`src/rtl/adder_pkg.sv`:
```
// Shared definitions for the nibble-serial adder.
//   NIBBLE_W : width of one adder slice
//   state_e  : control FSM states
package adder_pkg;

  localparam int unsigned NIBBLE_W = 4;

  typedef enum logic [1:0] {
    IDLE,
    RUN,
    DONE
  } state_e;

endpackage

```
`src/rtl/nibble_add4.sv`:
```
// Purely combinational 4-bit ripple-carry adder slice.
// Ports:
//   x, y   : nibble operands
//   c_in   : carry into bit 0
//   s      : nibble sum
//   c_out  : carry out of bit 3
//   v      : signed overflow of the slice (carry into bit 3 XOR carry out of bit 3)
module nibble_add4
  import adder_pkg::*;
(
  input  logic [NIBBLE_W-1:0] x,
  input  logic [NIBBLE_W-1:0] y,
  input  logic                c_in,
  output logic [NIBBLE_W-1:0] s,
  output logic                c_out,
  output logic                v
);

  logic [NIBBLE_W:0] c;

  always_comb begin
    c    = '0;
    s    = '0;
    c[0] = c_in;
    for (int i = 0; i < NIBBLE_W; i++) begin
      s[i]   = x[i] ^ y[i] ^ c[i];
      c[i+1] = (x[i] & y[i]) | (x[i] & c[i]) | (y[i] & c[i]);
    end
  end

  assign c_out = c[NIBBLE_W];
  assign v     = c[NIBBLE_W-1] ^ c[NIBBLE_W];

endmodule

```
`src/rtl/nibble_serial_adder.sv`:
```
// Multi-cycle adder: accepts W-bit operands on a valid/ready handshake, adds one
// nibble per clock through a single time-multiplexed nibble_add4, and presents
// the result on a second valid/ready handshake.
// Ports:
//   clk, rst            : clock, asynchronous active-high reset
//   in_valid, in_ready  : operand handshake (a, b, c_in)
//   a, b, c_in          : operands and carry into nibble 0
//   out_valid, out_ready: result handshake
//   sum, c_out, v       : A+B+c_in mod 2^W, unsigned carry out, signed overflow
module nibble_serial_adder
  import adder_pkg::*;
#(
  parameter int unsigned NIBBLES = 4,
  localparam int unsigned W = NIBBLE_W * NIBBLES
) (
  input  logic         clk,
  input  logic         rst,
  input  logic         in_valid,
  output logic         in_ready,
  input  logic [W-1:0] a,
  input  logic [W-1:0] b,
  input  logic         c_in,
  output logic         out_valid,
  input  logic         out_ready,
  output logic [W-1:0] sum,
  output logic         c_out,
  output logic         v
);

  localparam int unsigned IdxW = (NIBBLES > 1) ? $clog2(NIBBLES) : 1;
  localparam logic [IdxW-1:0] LastIdx = IdxW'(NIBBLES - 1);

  state_e state_q, state_d;

  logic [IdxW-1:0]     idx_q;
  logic [W-1:0]        a_q, b_q;
  logic                carry_q;
  logic [W-1:0]        sum_q, sum_d;
  logic                c_out_q, v_q;

  logic [NIBBLE_W-1:0] x_nib, y_nib, s_nib;
  logic                nib_c, nib_v;
  logic                accept;

  // State register
  always_ff @(posedge clk or posedge rst) begin
    if (rst) begin
      state_q <= IDLE;
    end else begin
      state_q <= state_d;
    end
  end

  // Next-state logic
  always_comb begin
    state_d = state_q;
    unique case (state_q)
      IDLE:    if (accept) state_d = RUN;
      RUN:     if (idx_q == LastIdx) state_d = DONE;
      DONE:    if (out_ready) state_d = IDLE;
      default: state_d = IDLE;
    endcase
  end

  // Handshake outputs decode registered state only; in_ready is also held low
  // while reset is asserted.
  always_comb begin
    in_ready  = (state_q == IDLE) && !rst;
    out_valid = (state_q == DONE);
  end

  assign accept = in_valid && in_ready;

  // Select the active nibble of each operand
  always_comb begin
    x_nib = '0;
    y_nib = '0;
    for (int unsigned i = 0; i < NIBBLES; i++) begin
      if (idx_q == IdxW'(i)) begin
        x_nib = a_q[i*NIBBLE_W +: NIBBLE_W];
        y_nib = b_q[i*NIBBLE_W +: NIBBLE_W];
      end
    end
  end

  nibble_add4 u_nibble_add4 (
    .x     (x_nib),
    .y     (y_nib),
    .c_in  (carry_q),
    .s     (s_nib),
    .c_out (nib_c),
    .v     (nib_v)
  );

  // Merge the fresh nibble sum into its slot of the result
  always_comb begin
    sum_d = sum_q;
    for (int unsigned i = 0; i < NIBBLES; i++) begin
      if (idx_q == IdxW'(i)) begin
        sum_d[i*NIBBLE_W +: NIBBLE_W] = s_nib;
      end
    end
  end

  // Datapath registers
  always_ff @(posedge clk or posedge rst) begin
    if (rst) begin
      idx_q   <= '0;
      a_q     <= '0;
      b_q     <= '0;
      carry_q <= 1'b0;
      sum_q   <= '0;
      c_out_q <= 1'b0;
      v_q     <= 1'b0;
    end else begin
      case (state_q)
        IDLE: begin
          if (accept) begin
            a_q     <= a;
            b_q     <= b;
            carry_q <= c_in;
            idx_q   <= '0;
          end
        end
        RUN: begin
          sum_q   <= sum_d;
          carry_q <= nib_c;
          if (idx_q == LastIdx) begin
            // Only the top nibble's flags describe the full-width result
            c_out_q <= nib_c;
            v_q     <= nib_v;
          end else begin
            idx_q <= idx_q + IdxW'(1);
          end
        end
        default: ;
      endcase
    end
  end

  assign sum   = sum_q;
  assign c_out = c_out_q;
  assign v     = v_q;

endmodule

```
`config.mk`:
```
export PLATFORM = sky130hd
export DESIGN_NAME = nibble_serial_adder
export DESIGN_NICKNAME = d
export VERILOG_FILES = /design/src/rtl/adder_pkg.sv /design/src/rtl/nibble_add4.sv /design/src/rtl/nibble_serial_adder.sv
export SDC_FILE = /design/constraint.sdc
export NUM_CORES = 1
export LEC_CHECK = 0
export CAP_MARGIN = 20
export CORE_MARGIN = 2
export CORE_UTILIZATION = 45
export DETAILED_ROUTE_END_ITERATION = 16
export PLACE_DENSITY = 0.8
export SYNTH_ARGS = -nofsm -noshare
export SYNTH_HDL_FRONTEND = slang
export SYNTH_SLANG_ARGS = --single-unit
```
`constraint.sdc`:
```
create_clock -name clk -period 3.6 [get_ports clk]
set_clock_uncertainty 0.2 [all_clocks]
set_input_delay 0.72 -clock clk [delete_from_list [all_inputs] [get_ports clk]]
set_output_delay 0.72 -clock clk [all_outputs]
set_load 0.05 [all_outputs]
```
# Yosys cells after proc, flatten, opt, wreduce, memory -nomap -nowiden
# Index checks and enable logic that the tools add are counted.
[totals]
out_inout_bits = 20
in_bits = 37
word_cells = 81
reg_bits = 55
[classes]
bitwise = 29
add_sub_neg = 1
n_reduce_logical = 14
n_eq_ne = 9
mux = 17
[ops]
columns = ["cell", "count"]
rows = [
  ["$mux 4", 8],
  ["$and 1x1->1", 12],
  ["$reduce_and 2->1", 6],
  ["$mux 2", 5],
  ["$xor 1x1->1", 9],
  ["$or 1x1->1", 8],
  ["$eq 2x2->1 const B", 3],
  ["$ne 2x2->1 const B", 3],
  ["$pmux 2 s3", 1],
  ["$reduce_and 3->1", 2],
  ["$eq 2x1->1 const B", 2],
  ["$logic_not 2->1", 2],
  ["$pmux 2 s2", 1],
  ["$add 2x1->2 const B", 1],
  ["$logic_and 1x1->1", 2],
  ["$ne 2x1->1 const B", 1],
  ["$pmux 1 s2", 1],
  ["$reduce_bool 2->1", 1],
  ["$logic_not 1->1", 1],
  ["$mux 1", 1],
]

# Logic depth before layout (Yosys ltp)
# Gate-level depths: netlist (run 1).
[logic_depth]
ltp_word = 18
ltp_mapped = 16

# Hierarchy
# A second synthesis (run 1) with hierarchy kept.
[hier_totals]
cells_unflattened = 194
area_unflattened_um2 = 2577.5
[by_module_without_submodules]
columns = ["mod", "cells_each", "instances", "seq_area_each_um2", "area_per_inst_um2"]
rows = [
  ["nibble_serial_adder", 179, 1, 1376.3, 2451.1],
  ["nibble_add4", 15, 1, 0.0, 126.4],
]

# Worst setup path before layout (run 1)
# Ideal clock, no wire load.
[synth_timing]
path_kind = "register to register"
from = "register idx_q[1]"
to = "register sum_q[11] (netlist: sum[11])"
path_stages_with_launch = 15
path_buffers = 2
arrival_time_ns = 3.093
period_less_slack_ns = 3.377
slack_ns = 0.223
cell_sequence = "dfrtp_1 > inv_1 > ha_1 > buf_2 > nor2b_1 > buf_2 > a221o_1 > a22oi_1 > fa_1 > inv_1 > fa_1 > fa_1 > inv_1 > fa_1 > o21ai_0"
[synth_via]
elab_chain_cells = 15
elab_cells_between_ends = 30
[synth_rtl]
columns = ["item", "line_no", "rtl"]
rows = [
  ["start: declaration", "nibble_serial_adder.sv:35", "logic [IdxW-1:0] idx_q;"],
  ["start signal: assignment", "nibble_serial_adder.sv:133", "idx_q <= idx_q + IdxW'(1);"],
  ["$logic_not 2->1", "nibble_serial_adder.sv:79", "if (idx_q == IdxW'(i)) begin"],
  ["$mux 4 (4 in series)", "nibble_serial_adder.sv:79", ""],
  ["$and 1x1->1", "nibble_add4.sv:27", "c[i+1] = (x[i] & y[i]) | (x[i] & c[i]) | (y[i] & c[i]);"],
  ["$or 1x1->1 (2 in series)", "nibble_add4.sv:27", ""],
  ["$and 1x1->1", "nibble_add4.sv:27", ""],
  ["$or 1x1->1 (2 in series)", "nibble_add4.sv:27", ""],
  ["$and 1x1->1", "nibble_add4.sv:27", ""],
  ["$or 1x1->1 (2 in series)", "nibble_add4.sv:27", ""],
  ["$xor 1x1->1", "nibble_add4.sv:26", "s[i] = x[i] ^ y[i] ^ c[i];"],
  ["end signal: assignment", "nibble_serial_adder.sv:126", "sum_q <= sum_d;"],
  ["end: declaration", "nibble_serial_adder.sv:38", "logic [W-1:0] sum_q, sum_d;"],
]
# Parallel ways exist; a longest one is shown, timed or not.
# A chain may end at the register's enable or synchronous reset.

# Final worst setup path (run 1)
[layout_timing]
from = "register idx_q[0]"
to = "register sum_q[11] (netlist: sum[11])"
# Same word-level chain as after synthesis.

==> results.json, run 1 <==
{
  "outcome": "completed",
  "hold_viol": 0,
  "criticalPathCategory": "reg -> reg",
  "synth_area_leaders": "dfrtp_1 54%, mux2_2 17%, fa_1 3.2%, nand2_1 2.4%, o21ai_0 2.2%",
  "powerDensity_nw_per_um2": 1070,
  "die_w_um": 78.9,
  "grt_max_degree": 33,
  "place_inst": 321,
  "rsz0062_at_grt": "false",
  "wl_um": 5070,
  "synth.avg_cell_area_sq_um": 12.8,
  "p_int_mw": 2.04,
  "met1_usage_pct": 23.4,
  "cts_tree": "yes",
  "path_max_fanout": 6,
  "fin_crit_ns": 3.47,
  "path_clk_slew_ns": 0.09,
  "fin_tns_setup_ns": 0,
  "switching_share_pct": 42.2,
  "grt_pass1_wl_um": 8620,
  "seq_area_frac_synth_pct": 54.5,
  "cts_sinks": 55,
  "layout_common_cells": "56 x clkdlybuf4s50_1, 55 x dfrtp_1, 39 x mux2_2, 16 x nand2_1, 11 x inv_1",
  "final_nets": 302,
  "power.switching_mw": 1.49,
  "worst_pin_slew_ns": 0.650,
  "relSlewSlack_pct": 56.6,
  "grt_use_total_pct": 17.8,
  "synth_cell_types": 27,
  "vias_per_cell": 5.31,
  "crit_slowest_cell": "fa_2",
  "drv_slew": 0,
  "period_share_pct": 96.5,
  "io_pins": 57,
  "drive_gt1_share_pct": 25.3,
  "seqPwrFrac_pct": 32.4,
  "h-tree-depth": 2,
  "die_area_sq_um": 6230,
  "first_pass_iters": 4,
  "p_leak_nw": 1.39,
  "synth-seq-cells": 55,
  "worst_setup_path_start_kind": "flip-flop",
  "fillers": 470,
  "path_cells": "inv_1 > ha_1 > nor2b_2 > a221o_1 > a22oi_2 > fa_2 > inv_1 > fa_1 > fa_2 > inv_1 > fa_2 > o21ai_0",
  "drv_cap": 0,
  "core_area_sq_um": 5470,
  "end_kind": "flip-flop",
  "yosys_warnings": 0,
  "pwr-share-clk_pct": 11.0,
  "grt_busiest_layer": "met2",
  "setup_viol": 0,
  "crit_family": "adder cells",
  "cts-buffers-inserted": 5,
  "io_buffers": 56,
  "synth_top_area_cell": "dfrtp_1",
  "syn_inst": 197,
  "vias": 1747,
  "ctsLongestPathBuffers": 2,
  "fin_area_sq_um": 3290,
  "synth_top_area_share_pct": 54.5,
  "area_growth_pct": 30.4,
  "cp_data_required_time_ns": 3.63,
  "synth_nets": 242,
  "hold_slack_ns": 0.296,
  "combPwrFrac_pct": 56.5,
  "rows": 27,
  "grtUsageMet3_pct": 4.32,
  "grt_pass1_vias": 1749,
  "antenna-diode-count": 0,
  "antenna_found_initial": 0,
  "hp-class": "reg -> reg",
  "cts_hold_buf": 0,
  "final-seq-area_sq_um": 1380,
  "finalPower_mw": 3.53,
  "drt_iter0_drc": 92,
  "grtUsageMet2_pct": 29.7,
  "hpwl_um": 3810,
  "dpl_cell_area_sq_um": 3150,
  "ant_nets": 0,
  "initial_core_util_pct": 46.2,
  "vdd_drop_max_v": 0.000508,
  "drc_errors": 0,
  "crit_buf_inv": 3,
  "slowest_delay_ns": 0.47,
  "max_freq_mhz": 288,
  "synth_area_sq_um": 2530,
  "multi_input_area_sq_um": 1060,
  "avgRoutedWirePerCell_um": 15.4,
  "root_buffer": "clkbuf_8",
  "grt.overflow.total": 0,
  "final_common_cell": "clkdlybuf4s50_1",
  "final_cells": 329,
  "clock_latency_ns": 0.31,
  "gp_congestion": 0.836,
  "arrival_ns": 3.50,
  "die_h_um": 78.9
}
## state kept, by name, indices dropped and copies added (netlist names)
register,count
b_q,16
carry_q,1
state_q,2
sum,16
c_out,1
v,1
idx_q,2
a_q,16
## worst reg2reg max path, cell delays in order, from the launching register on
cell and delay (ns):
dfrtp_1 0.43, inv_1 0.11, ha_1 0.22, nor2b_2 0.19, a221o_1 0.33, a22oi_2 0.16
fa_2 0.22, inv_1 0.05, fa_1 0.38, fa_2 0.37, inv_1 0.08, fa_2 0.47
o21ai_0 0.17
## cells in the mapped netlist (all sizes together)
master	instances
dfrtp	55
mux2	41
nand2	16
inv	12
o21ai	11
buf	8
a21oi	7
nor2b	5
a221o	4
a221oi	4
a22oi	4
fa	4
ha	4
nand3b	4
o31ai	4
clkbuf	3
nor3	3
o22ai	2
nand2b	1
nor2	1
nor3b	1
o22a	1
o31a	1
xor2	1
## metal layers
metal | share of wire, % | vias to the layer above
li1 | - | 818
met1 | 44 | 857
met3 | 5.6 | 11
met2 | 48 | 61
met5 | 0 | -
met4 | 1.9 | 0
## power by group through the flow
stage / sequential, mW / clock, mW / combinational (mW)
finish: 1.15 / 0.390 / 2.00
global route: 1.18 / 0.428 / 2.17
CTS: 1.14 / 0.399 / 1.90
detailed placement: 1.16 / 0 / 1.89
global placement: 1.15 / 0 / 1.83
floorplan: 1.41 / 0 / 1.08
## what timing repair did
action	in CTS	in global routing
setup buffers	0	1
setup endpoints to repair	0	6
resized for setup	0	12
## layout make-up
class                           count  area share, %
Clock inverter                      1          0.912
Inverter                           12           1.37
Multi-Input combinational cell    119           32.1
Timing Repair Buffer               64           18.8
Clock buffer                        6           2.20
Tap cell                           72           2.74
Sequential cell                    55           41.8
## metrics by stage
step / util, % / setup slack, ns
floorplan: - / 0.223
global placement: 57.6 / 0.236
detailed placement: 57.6 / 0.0864
CTS: 59.5 / 0.0574
global route: 60.2 / 0.00906
finish: 60.2 / 0.128
## final timing paths
kind,from,to,slack [ns],cells after the start
hold / removal,sum[8]$_DFFE_PP0P_,sum[8]$_DFFE_PP0P_,0.30,2
max in group asynchronous,rst,carry_q$_DFFE_PP0P_,1.89,3
setup reg to reg,idx_q[0]$_DFFE_PP0P_,sum[11]$_DFFE_PP0P_,0.13,12
setup / recovery,idx_q[0]$_DFFE_PP0P_,sum[11]$_DFFE_PP0P_,0.13,12
min in group asynchronous,rst,sum[8]$_DFFE_PP0P_,0.67,2
hold reg to reg,sum[8]$_DFFE_PP0P_,sum[8]$_DFFE_PP0P_,0.30,2
## cell families (layout without fill, tap and decap cells)
logic type      Yosys count  after routing  share of synthesized area, %
fa+ha+maj                 8              8                          5.15
buf+inv                  23             83                          4.80
xor+xnor                  1              1                         0.347
simple gates             31             31                          6.84
compound gates           38             38                          10.1
flops                    55             55                          54.5
mux                      41             41                          18.3
(Power assumes the default switching activity.)
==> inputs of run 2 (changes only) <==
--- a/config.mk
+++ b/config.mk
@@ -9,7 +9,9 @@
 export CORE_MARGIN = 2
 export CORE_UTILIZATION = 45
 export DETAILED_ROUTE_END_ITERATION = 16
+export GPL_TIMING_DRIVEN = 1
 export PLACE_DENSITY = 0.8
+export SKIP_LAST_GASP = 1
 export SYNTH_ARGS = -nofsm -noshare
 export SYNTH_HDL_FRONTEND = slang
 export SYNTH_SLANG_ARGS = --single-unit
==> results of run 2 <==
No change in the layout: final DEF, timing and power equal those of run 1.
